$ cat src/rtl/float_arb_pkg.sv
// Shared sizing helpers for the shared-multiplier arbiter.
package float_arb_pkg;

    // Packed float width: sign + exponent + fraction.
    function automatic int calc_w(input int exp_w, input int frac_w);
        return 1 + exp_w + frac_w;
    endfunction

    // Requester ID width, never narrower than one bit.
    function automatic int calc_id_bits(input int num_req);
        return (num_req <= 2) ? 1 : $clog2(num_req);
    endfunction

endpackage

$ cat src/rtl/rr_arbiter.sv
// Round-robin grant search starting at the pointer, plus the pointer register.
module rr_arbiter #(
    parameter int NUM_REQ = 4,
    parameter int ID_BITS = 2
) (
    input  logic               i_clock,
    input  logic               i_reset,
    input  logic               i_block,
    input  logic [NUM_REQ-1:0] i_valid,
    output logic [NUM_REQ-1:0] o_grant,
    output logic               o_grant_vld,
    output logic [ID_BITS-1:0] o_grant_id
);

    logic [ID_BITS-1:0] r_ptr;
    logic               w_found;
    logic [ID_BITS-1:0] w_id;
    logic [ID_BITS-1:0] w_pos;
    int                 w_sum;

    // First valid requester at or after the pointer, wrapping; blocked grants are suppressed.
    always_comb begin
        w_found = 1'b0;
        w_id    = '0;
        w_pos   = '0;
        w_sum   = 0;
        for (int off = 0; off < NUM_REQ; off++) begin
            w_sum = int'(r_ptr) + off;
            if (w_sum >= NUM_REQ) begin
                w_sum = w_sum - NUM_REQ;
            end
            w_pos = ID_BITS'(w_sum);
            if (!w_found && i_valid[w_pos]) begin
                w_found = 1'b1;
                w_id    = w_pos;
            end
        end
        if (i_block) begin
            w_found = 1'b0;
        end
    end

    assign o_grant_vld = w_found;
    assign o_grant_id  = w_id;
    assign o_grant     = w_found ? (NUM_REQ'(1) << w_id) : '0;

    // Pointer moves just past the granted requester, otherwise holds.
    always_ff @(posedge i_clock) begin
        if (i_reset) begin
            r_ptr <= '0;
        end else if (w_found) begin
            r_ptr <= (int'(w_id) == NUM_REQ - 1) ? '0 : w_id + 1'b1;
        end
    end

endmodule

$ cat src/rtl/float_multiply_arbiter.sv
// Shares one non-stalling pipelined multiplier among several requesters and
// returns each product tagged with the requester ID on a broadcast bus.
module float_multiply_arbiter
    import float_arb_pkg::*;
#(
    parameter  int NUM_REQ       = 4,
    parameter  int EXP           = 8,
    parameter  int FRAC          = 23,
    parameter  int TRAILING_BITS = 2,
    parameter  int MUL_LATENCY   = 3,
    localparam int W             = calc_w(EXP, FRAC),
    localparam int ID_BITS       = calc_id_bits(NUM_REQ)
) (
    input  logic                     i_clock,
    input  logic                     i_reset,
    input  logic [NUM_REQ-1:0]       i_reqValid,
    output logic [NUM_REQ-1:0]       o_reqReady,
    input  logic [NUM_REQ*W-1:0]     i_reqA,
    input  logic [NUM_REQ*W-1:0]     i_reqB,
    input  logic                     i_drain,
    output logic [W-1:0]             o_mulInA,
    output logic [W-1:0]             o_mulInB,
    input  logic [W-1:0]             i_mulOut,
    input  logic [TRAILING_BITS-1:0] i_mulTrailingBits,
    input  logic                     i_mulSticky,
    input  logic                     i_mulIsNan,
    output logic                     o_resValid,
    output logic [ID_BITS-1:0]       o_resId,
    output logic [W-1:0]             o_resData,
    output logic [TRAILING_BITS-1:0] o_resTrailingBits,
    output logic                     o_resSticky,
    output logic                     o_resIsNan,
    output logic                     o_idle
);

    typedef struct packed {
        logic               valid;
        logic [ID_BITS-1:0] id;
    } tag_t;

    tag_t                     r_tag [0:MUL_LATENCY];
    logic [W-1:0]             r_mulInA;
    logic [W-1:0]             r_mulInB;
    logic                     r_resValid;
    logic [ID_BITS-1:0]       r_resId;
    logic [W-1:0]             r_resData;
    logic [TRAILING_BITS-1:0] r_resTrailingBits;
    logic                     r_resSticky;
    logic                     r_resIsNan;

    logic [NUM_REQ-1:0]       w_grant;
    logic                     w_grant_vld;
    logic [ID_BITS-1:0]       w_grant_id;
    logic [W-1:0]             w_opA;
    logic [W-1:0]             w_opB;
    logic                     w_any_tag;

    rr_arbiter #(
        .NUM_REQ (NUM_REQ),
        .ID_BITS (ID_BITS)
    ) u_rr_arbiter (
        .i_clock     (i_clock),
        .i_reset     (i_reset),
        .i_block     (i_drain | i_reset),
        .i_valid     (i_reqValid),
        .o_grant     (w_grant),
        .o_grant_vld (w_grant_vld),
        .o_grant_id  (w_grant_id)
    );

    // Operand mux for the granted requester.
    always_comb begin
        w_opA = '0;
        w_opB = '0;
        for (int i = 0; i < NUM_REQ; i++) begin
            if (w_grant_id == ID_BITS'(i)) begin
                w_opA = i_reqA[i*W +: W];
                w_opB = i_reqB[i*W +: W];
            end
        end
    end

    // Issue register: granted operands and a fresh tag, or +0.0 and an empty tag.
    always_ff @(posedge i_clock) begin
        if (i_reset || !w_grant_vld) begin
            r_mulInA <= '0;
            r_mulInB <= '0;
            r_tag[0] <= '0;
        end else begin
            r_mulInA <= w_opA;
            r_mulInB <= w_opB;
            r_tag[0] <= '{valid: 1'b1, id: w_grant_id};
        end
    end

    // Tag pipe shifts every cycle; the last stage lines up with the multiplier output.
    always_ff @(posedge i_clock) begin
        for (int k = 1; k <= MUL_LATENCY; k++) begin
            r_tag[k] <= i_reset ? '0 : r_tag[k-1];
        end
    end

    // Result register; payload holds while no result is valid.
    always_ff @(posedge i_clock) begin
        if (i_reset) begin
            r_resValid        <= 1'b0;
            r_resId           <= '0;
            r_resData         <= '0;
            r_resTrailingBits <= '0;
            r_resSticky       <= 1'b0;
            r_resIsNan        <= 1'b0;
        end else begin
            r_resValid <= r_tag[MUL_LATENCY].valid;
            if (r_tag[MUL_LATENCY].valid) begin
                r_resId           <= r_tag[MUL_LATENCY].id;
                r_resData         <= i_mulOut;
                r_resTrailingBits <= i_mulTrailingBits;
                r_resSticky       <= i_mulSticky;
                r_resIsNan        <= i_mulIsNan;
            end
        end
    end

    // Any operation still travelling through the tag pipe.
    always_comb begin
        w_any_tag = 1'b0;
        for (int k = 0; k <= MUL_LATENCY; k++) begin
            w_any_tag = w_any_tag | r_tag[k].valid;
        end
    end

    assign o_reqReady        = w_grant;
    assign o_mulInA          = r_mulInA;
    assign o_mulInB          = r_mulInB;
    assign o_resValid        = r_resValid;
    assign o_resId           = r_resId;
    assign o_resData         = r_resData;
    assign o_resTrailingBits = r_resTrailingBits;
    assign o_resSticky       = r_resSticky;
    assign o_resIsNan        = r_resIsNan;
    assign o_idle            = !w_any_tag && !r_resValid && !w_grant_vld;

endmodule

$ cat config.mk
export PLATFORM = sky130hd
export DESIGN_NAME = float_multiply_arbiter
export DESIGN_NICKNAME = d
export VERILOG_FILES = /design/src/rtl/float_arb_pkg.sv /design/src/rtl/rr_arbiter.sv /design/src/rtl/float_multiply_arbiter.sv
export SDC_FILE = /design/constraint.sdc
export NUM_CORES = 1
export LEC_CHECK = 0
export BUFFER_PORTS_ARGS = -buffer_cell sky130_fd_sc_hd__buf_2
export CORE_AREA = 2 2 156 158
export DETAILED_ROUTE_END_ITERATION = 12
export DIE_AREA = 0 0 158 160
export PLACE_DENSITY = 0.59
export SYNTH_ARGS = -nofsm -noshare
export SYNTH_HDL_FRONTEND = slang
export SYNTH_HIERARCHICAL = 1
export SYNTH_SLANG_ARGS = --single-unit
$ cat constraint.sdc
create_clock -name i_clock -period 2.6 [get_ports i_clock]
set_clock_uncertainty 0.05 [all_clocks]
set_input_delay 0.52 -clock i_clock [delete_from_list [all_inputs] [get_ports i_clock]]
set_output_delay 0.52 -clock i_clock [all_outputs]
set_load 0.02 [all_outputs]
; ---- Word level (Yosys, flattened, before mapping)
; Memories as Yosys holds them, arrays and structs flattened.
; Index checks and enable logic that the tools add are counted.
[word_totals]
latchBits = 0
inputBits = 299
out_inout_bits = 108
mem_count = 1
ramBits = 12
reg_bits = 105
mem_bits_ro = 0
elab_cells = 87
[classes]
order_cmp = 8
n_mux = 38
addsub = 8
shifts = 1
n_eq_ne = 4
reduce_logical = 13
n_mul = 0
n_div = 0
bitwise = 5
[mem_list]
columns = memory, words, width, rd, rd_clocked_by_memory_dff, write_ports, line_no
row1 = r_tag, 4, 3, 4, 0, 4, float_multiply_arbiter.sv:41  ; tag_t r_tag [0:MUL_LATENCY];
[op_table]
columns = cell, count
row1 = $mux W32, 8
row2 = $mux W2, 9
row3 = $lt A2 B3 Y1 const B, 4
row4 = $mux W1, 12
row5 = $mux W3, 4
row6 = $ge A3 B3 Y1 const B, 3
row7 = $bmux W1 S2, 4
row8 = $sub A2 B1 Y2 const B, 4
row9 = $add A2 B2 Y3 const B, 2
row10 = $logic_not A1 Y1, 6
row11 = $logic_and A1 B1 Y1, 5
row12 = $or A1 B1 Y1, 5
row13 = $eq A2 B1 Y1 const B, 2
row14 = $eq A2 B2 Y1 const B, 2
row15 = $mux W4, 1
row16 = $shl A1 B2 Y4 const A, 1
row17 = $add A2 B1 Y3 const B, 1
row18 = $ge A2 B3 Y1 const B, 1
row19 = $add A2 B1 Y2 const B, 1
row20 = $logic_not A2 Y1, 1
row21 = $logic_or A1 B1 Y1, 1

; ---- Depth between registers and ports, before layout
[logic_depth]
ltp_word = 20
depth_mapped = 8
ltp_nobuf = 6

; ---- By module
; Netlist, hierarchy kept.
[modules_own_cells]
columns = module, seq_area_each_um2, n_inst, area_each_um2, cells_per_inst
row1 = float_multiply_arbiter, 2302.2, 1, 5241.3, 441
row2 = rr_arbiter, 40.0, 1, 271.5, 33

; ---- Worst setup path before layout
; No wires, ideal clock.
[synth_path]
path_type = in2out
start = in i_reset
end = out o_idle
stages = 6
path_buffers = 2
path_slack_ns = 0.011
arrival_time_ns = 2.019
required_time_ns = 2.030
cell_sequence = buf_2 -> clkbuf_1 -> or2_2 -> nor2_2 -> or4_1 -> nor3_1
[synth_between]
elab_chain_len = 4
[synth_lines]
columns = element, line_no
row1 = "start, declared", float_multiply_arbiter.sv:15  ; input logic i_reset,
row2 = $or A1 B1 Y1, float_multiply_arbiter.sv:64  ; .i_block (i_drain | i_reset),
row3 = $mux W1, rr_arbiter.sv:38  ; if (i_block) begin
row4 = named net w_grant_vld, float_multiply_arbiter.sv:52  ; logic w_grant_vld;
row5 = $logic_not A1 Y1, float_multiply_arbiter.sv:141  ; assign o_idle = !w_any_tag && !r_resValid && !w_grant_vld;
row6 = $logic_and A1 B1 Y1, float_multiply_arbiter.sv:141
row7 = "end, declared", float_multiply_arbiter.sv:33  ; output logic o_idle
; The timed path passes the listed nets, and every way through them passes these cells.

; ---- Worst setup path in the final report
[layout_path]
start = reg u_rr_arbiter.r_ptr[1]
end = out o_reqReady[1]
[layout_between]
elab_chain_len = 16
elab_cells_between_ends = 40
classes_between = 7 x add/sub / 4 x order compare / 1 x shift / 22 x mux / 6 x reduce/logical
[layout_lines]
columns = element, line_no
row1 = "start, declared", rr_arbiter.sv:15  ; logic [ID_BITS-1:0] r_ptr;
row2 = "start signal, assigned", rr_arbiter.sv:52  ; r_ptr <= (int'(w_id) == NUM_REQ - 1) ? '0 : w_id + 1'b1;
row3 = "parallel branches: the longest is 13 deep, another holds $add A2 B1 Y3", n/a
row4 = $mux W2 (*), rr_arbiter.sv:33  ; if (!w_found && i_valid[w_pos]) begin
row5 = named net w_grant_id[0], float_multiply_arbiter.sv:53  ; logic [ID_BITS-1:0] w_grant_id;
row6 = $shl A1 B2 Y4 (*), rr_arbiter.sv:45  ; assign o_grant = w_found ? (NUM_REQ'(1) << w_id) : '0;
row7 = $mux W4 (*), rr_arbiter.sv:45
row8 = "end, declared", float_multiply_arbiter.sv:17  ; output logic [NUM_REQ-1:0] o_reqReady,
; Mark *: on every way through the listed nets, which the timed path passes. The select of a mux whose other input is x is not followed.

==> qor.yml <==
wl_per_cell_um: 15.1
vias: 5049
cts_buffers: 17
grt_pass1_vias: 5033
drc: 0
drt_iter0_markers: 170
critPathKind: "register to output pin"
status: "completed"
gp_congestion: 0.800
cts_root_buf: "clkbuf_16"
async_reset_ff_share_pct: 0
synth-simple-area-share_pct: 6.51
start_util_pct: 23.1
synth_seq_area_share_pct: 42.5
path_clk_slew_ns: 0.06
maxSlewHeadroom_pct: 58.4
fin_total_pwr_w: 0.00522
hpwlAfterDp_um: 14500
timing.setup.tns_ns: 0
holdBufCountCts: 0
rsz0062_at_grt: "true"
muxShareOfSynthArea_pct: 30.3
viasPerCell: 4.15
synthTopCellsByCount: "167 x mux2i_1, 117 x dfxtp_1, 60 x o22ai_2"
hold_viol_final: 0
synth_area_leaders: "dfxtp_1 42%, mux2i_1 30%, o22ai_2 14%"
layout-drive-gt1-share_pct: 59.8
area_delta_synth_final_pct: 55.1
cts.sinks: 117
pin_count: 407
clk_latency_ns: 0.40
ys_types: 29
yosysMostFrequentCell: "mux2i_1"
setup_viol: 0
rows: 57
syn_area_per_cell_um2: 11.6
ant_nets: 0
grt_pass1_wl_um: 27000
grt_antenna_before_repair: 1
die_w_um: 158
fp.dieH_um: 160
synth_ff_type: "dfxtp_1"
maxSlewViolCount: 0
vdd_ir_drop_max_v: 0.000257
grt_max_degree: 66
postSynthCellCount: 474
min_path_cells: 3
synth_nets: 777
arrival_ns: 1.94
end_kind: "output pin"
r2r_cells: 10
syn_area_mm2: 0.00551
stdcell_area_mm2: 0.00855
firstDrtPassIters: 4
crit_required_ns: 2.03
wl_um: 18300
dieArea_mm2: 0.0253
yosys.area_share.adder_pct: 0.908
synth_edf_count: 0
port_buffers: 406
post-route-min-period_ns: 2.51
cts_buffer_depth: 2
tightest_slew_ns: 0.624
cellPowerDensity_mw_per_mm2: 611
dpl_cell_area_mm2: 0.00788
synth.top_cell.area_share_pct: 42.5
max_cap_violations: 0
yosysWarnings: 6
worst-path-max-fanout: 4
htree_levels: 4
grt_use_total_pct: 14.0
min_period_over_period_pct: 96.5
layout.nets: 1181
startpoint_type: "register"
synth_top_family_by_area: "multiplexers"
synth_compound_area_share_pct: 15.0
fmax_ghz: 0.399
grt_overflow_total: 0
hold_path_class: "input port to register"
coreArea_mm2: 0.0238
synth_seq_cells: 117
yosysTopAreaCell: "dfxtp_1"
synth_xor_area_share_pct: 0
power_leakage_nw: 4.20
tritoncts: "yes"
path summary, 6_finish.rpt:
kind | start | slack, ns | end
min | i_mulIsNan | 0.30 | o_resIsNan$_SDFFE_PP0P_
min reg2reg | r_tag[2][1]$_SDFF_PP0_ | 0.38 | r_tag[3][1]$_SDFF_PP0_
max reg2reg | u_rr_arbiter/r_ptr[1]$_SDFFE_PP0P_ | 0.20 | o_mulInA[23]$_SDFF_PN0_
max | u_rr_arbiter/r_ptr[1]$_SDFFE_PP0P_ | 0.09 | o_reqReady[1]
repair_timing:
action                                  4_1_cts  5_1_grt
pin swaps                                     1        5
resized for setup                             1       18
endpoints found under the setup margin        4        5
endpoints found under the hold margin         0        0
setup buffers                                 2        2
registers in the layout, indices dropped and copies added, names as in the netlist:
register            cells
o_resId                 2
r_tag                  12
o_mulInA               32
o_resTrailingBits       2
o_mulInB               32
o_resIsNan              1
o_resSticky             1
o_resData              32
o_resValid              1
u_rr_arbiter/r_ptr      2
layout make-up:
class                   count  area [um^2]
diodes                      1         2.50
clock buffers              19          443
clock inverters            13          146
fillers                  2473        15300
inverters                   4         15.0
multi-input cells         313         2940
flip-flops and latches    117         2350
well taps                 324          405
repair buffers            425         2250
power breakdown:
part           leakage (nW)  switching, W  internal (W)  total (W)
clock                 0.285      0.000894       0.00145    0.00234
sequential            0.950     0.0000174       0.00185    0.00187
combinational          2.97      0.000504      0.000506    0.00101
layout by cell type (no fill, tap or decap), types with 3 or more instances in the layout:
master and count:
inv_6 4, inv_1 4, buf_6 4, clkbuf_16 17
mux2i_1 166, dfxtp_1 115, buf_12 4, o22ai_1 4
a21oi_1 4, nor2b_1 11, buf_2 401, nor2_1 40
buf_4 16, clkinv_4 3, o22ai_2 60
cells by family (layout without fill, tap and decap cells):
| logic type | after synthesis | in the layout |
|---|---|---|
| buf+inv | 44 | 461 |
| simple gates | 70 | 70 |
| flops | 117 | 117 |
| fa+ha+maj | 4 | 4 |
| mux | 167 | 167 |
| compound gates | 72 | 72 |
| other cells | 0 | 1 |
per-stage QoR:
step / cells / util (%) / hold WS, ns / setup WS [ns]
after floorplan: 474 / - / 0.364 / 0.0109
after global placement: 1179 / 33.1 / 0.367 / 0.0773
after detailed placement: 1179 / 33.1 / 0.374 / 0.0809
after CTS: 1213 / 35.6 / 0.266 / 0.0291
after global routing: 1215 / 35.9 / 0.281 / 0.00952
final: 1216 / 35.9 / 0.296 / 0.0914
critical path, cell delays in order (launching register included):
cell     delay (ns)
dfxtp_4        0.36
mux2i_2        0.21
nor2_2         0.08
nor4_4         0.31
buf_4          0.17
ha_1           0.13
and2_2         0.16
buf_6          0.12
routing by layer:
| layer | wire length (um) | vias up | global-route usage [%] |
|---|---|---|---|
| met5 | 0 | - | 0 |
| met4 | 164 | 0 | 3.15 |
| met3 | 1530 | 11 | 4.64 |
| met2 | 9440 | 227 | 25.5 |
| met1 | 7210 | 2278 | 15.6 |
| li1 | - | 2533 | - |
Note: power is estimated with default switching activity, not from simulation.
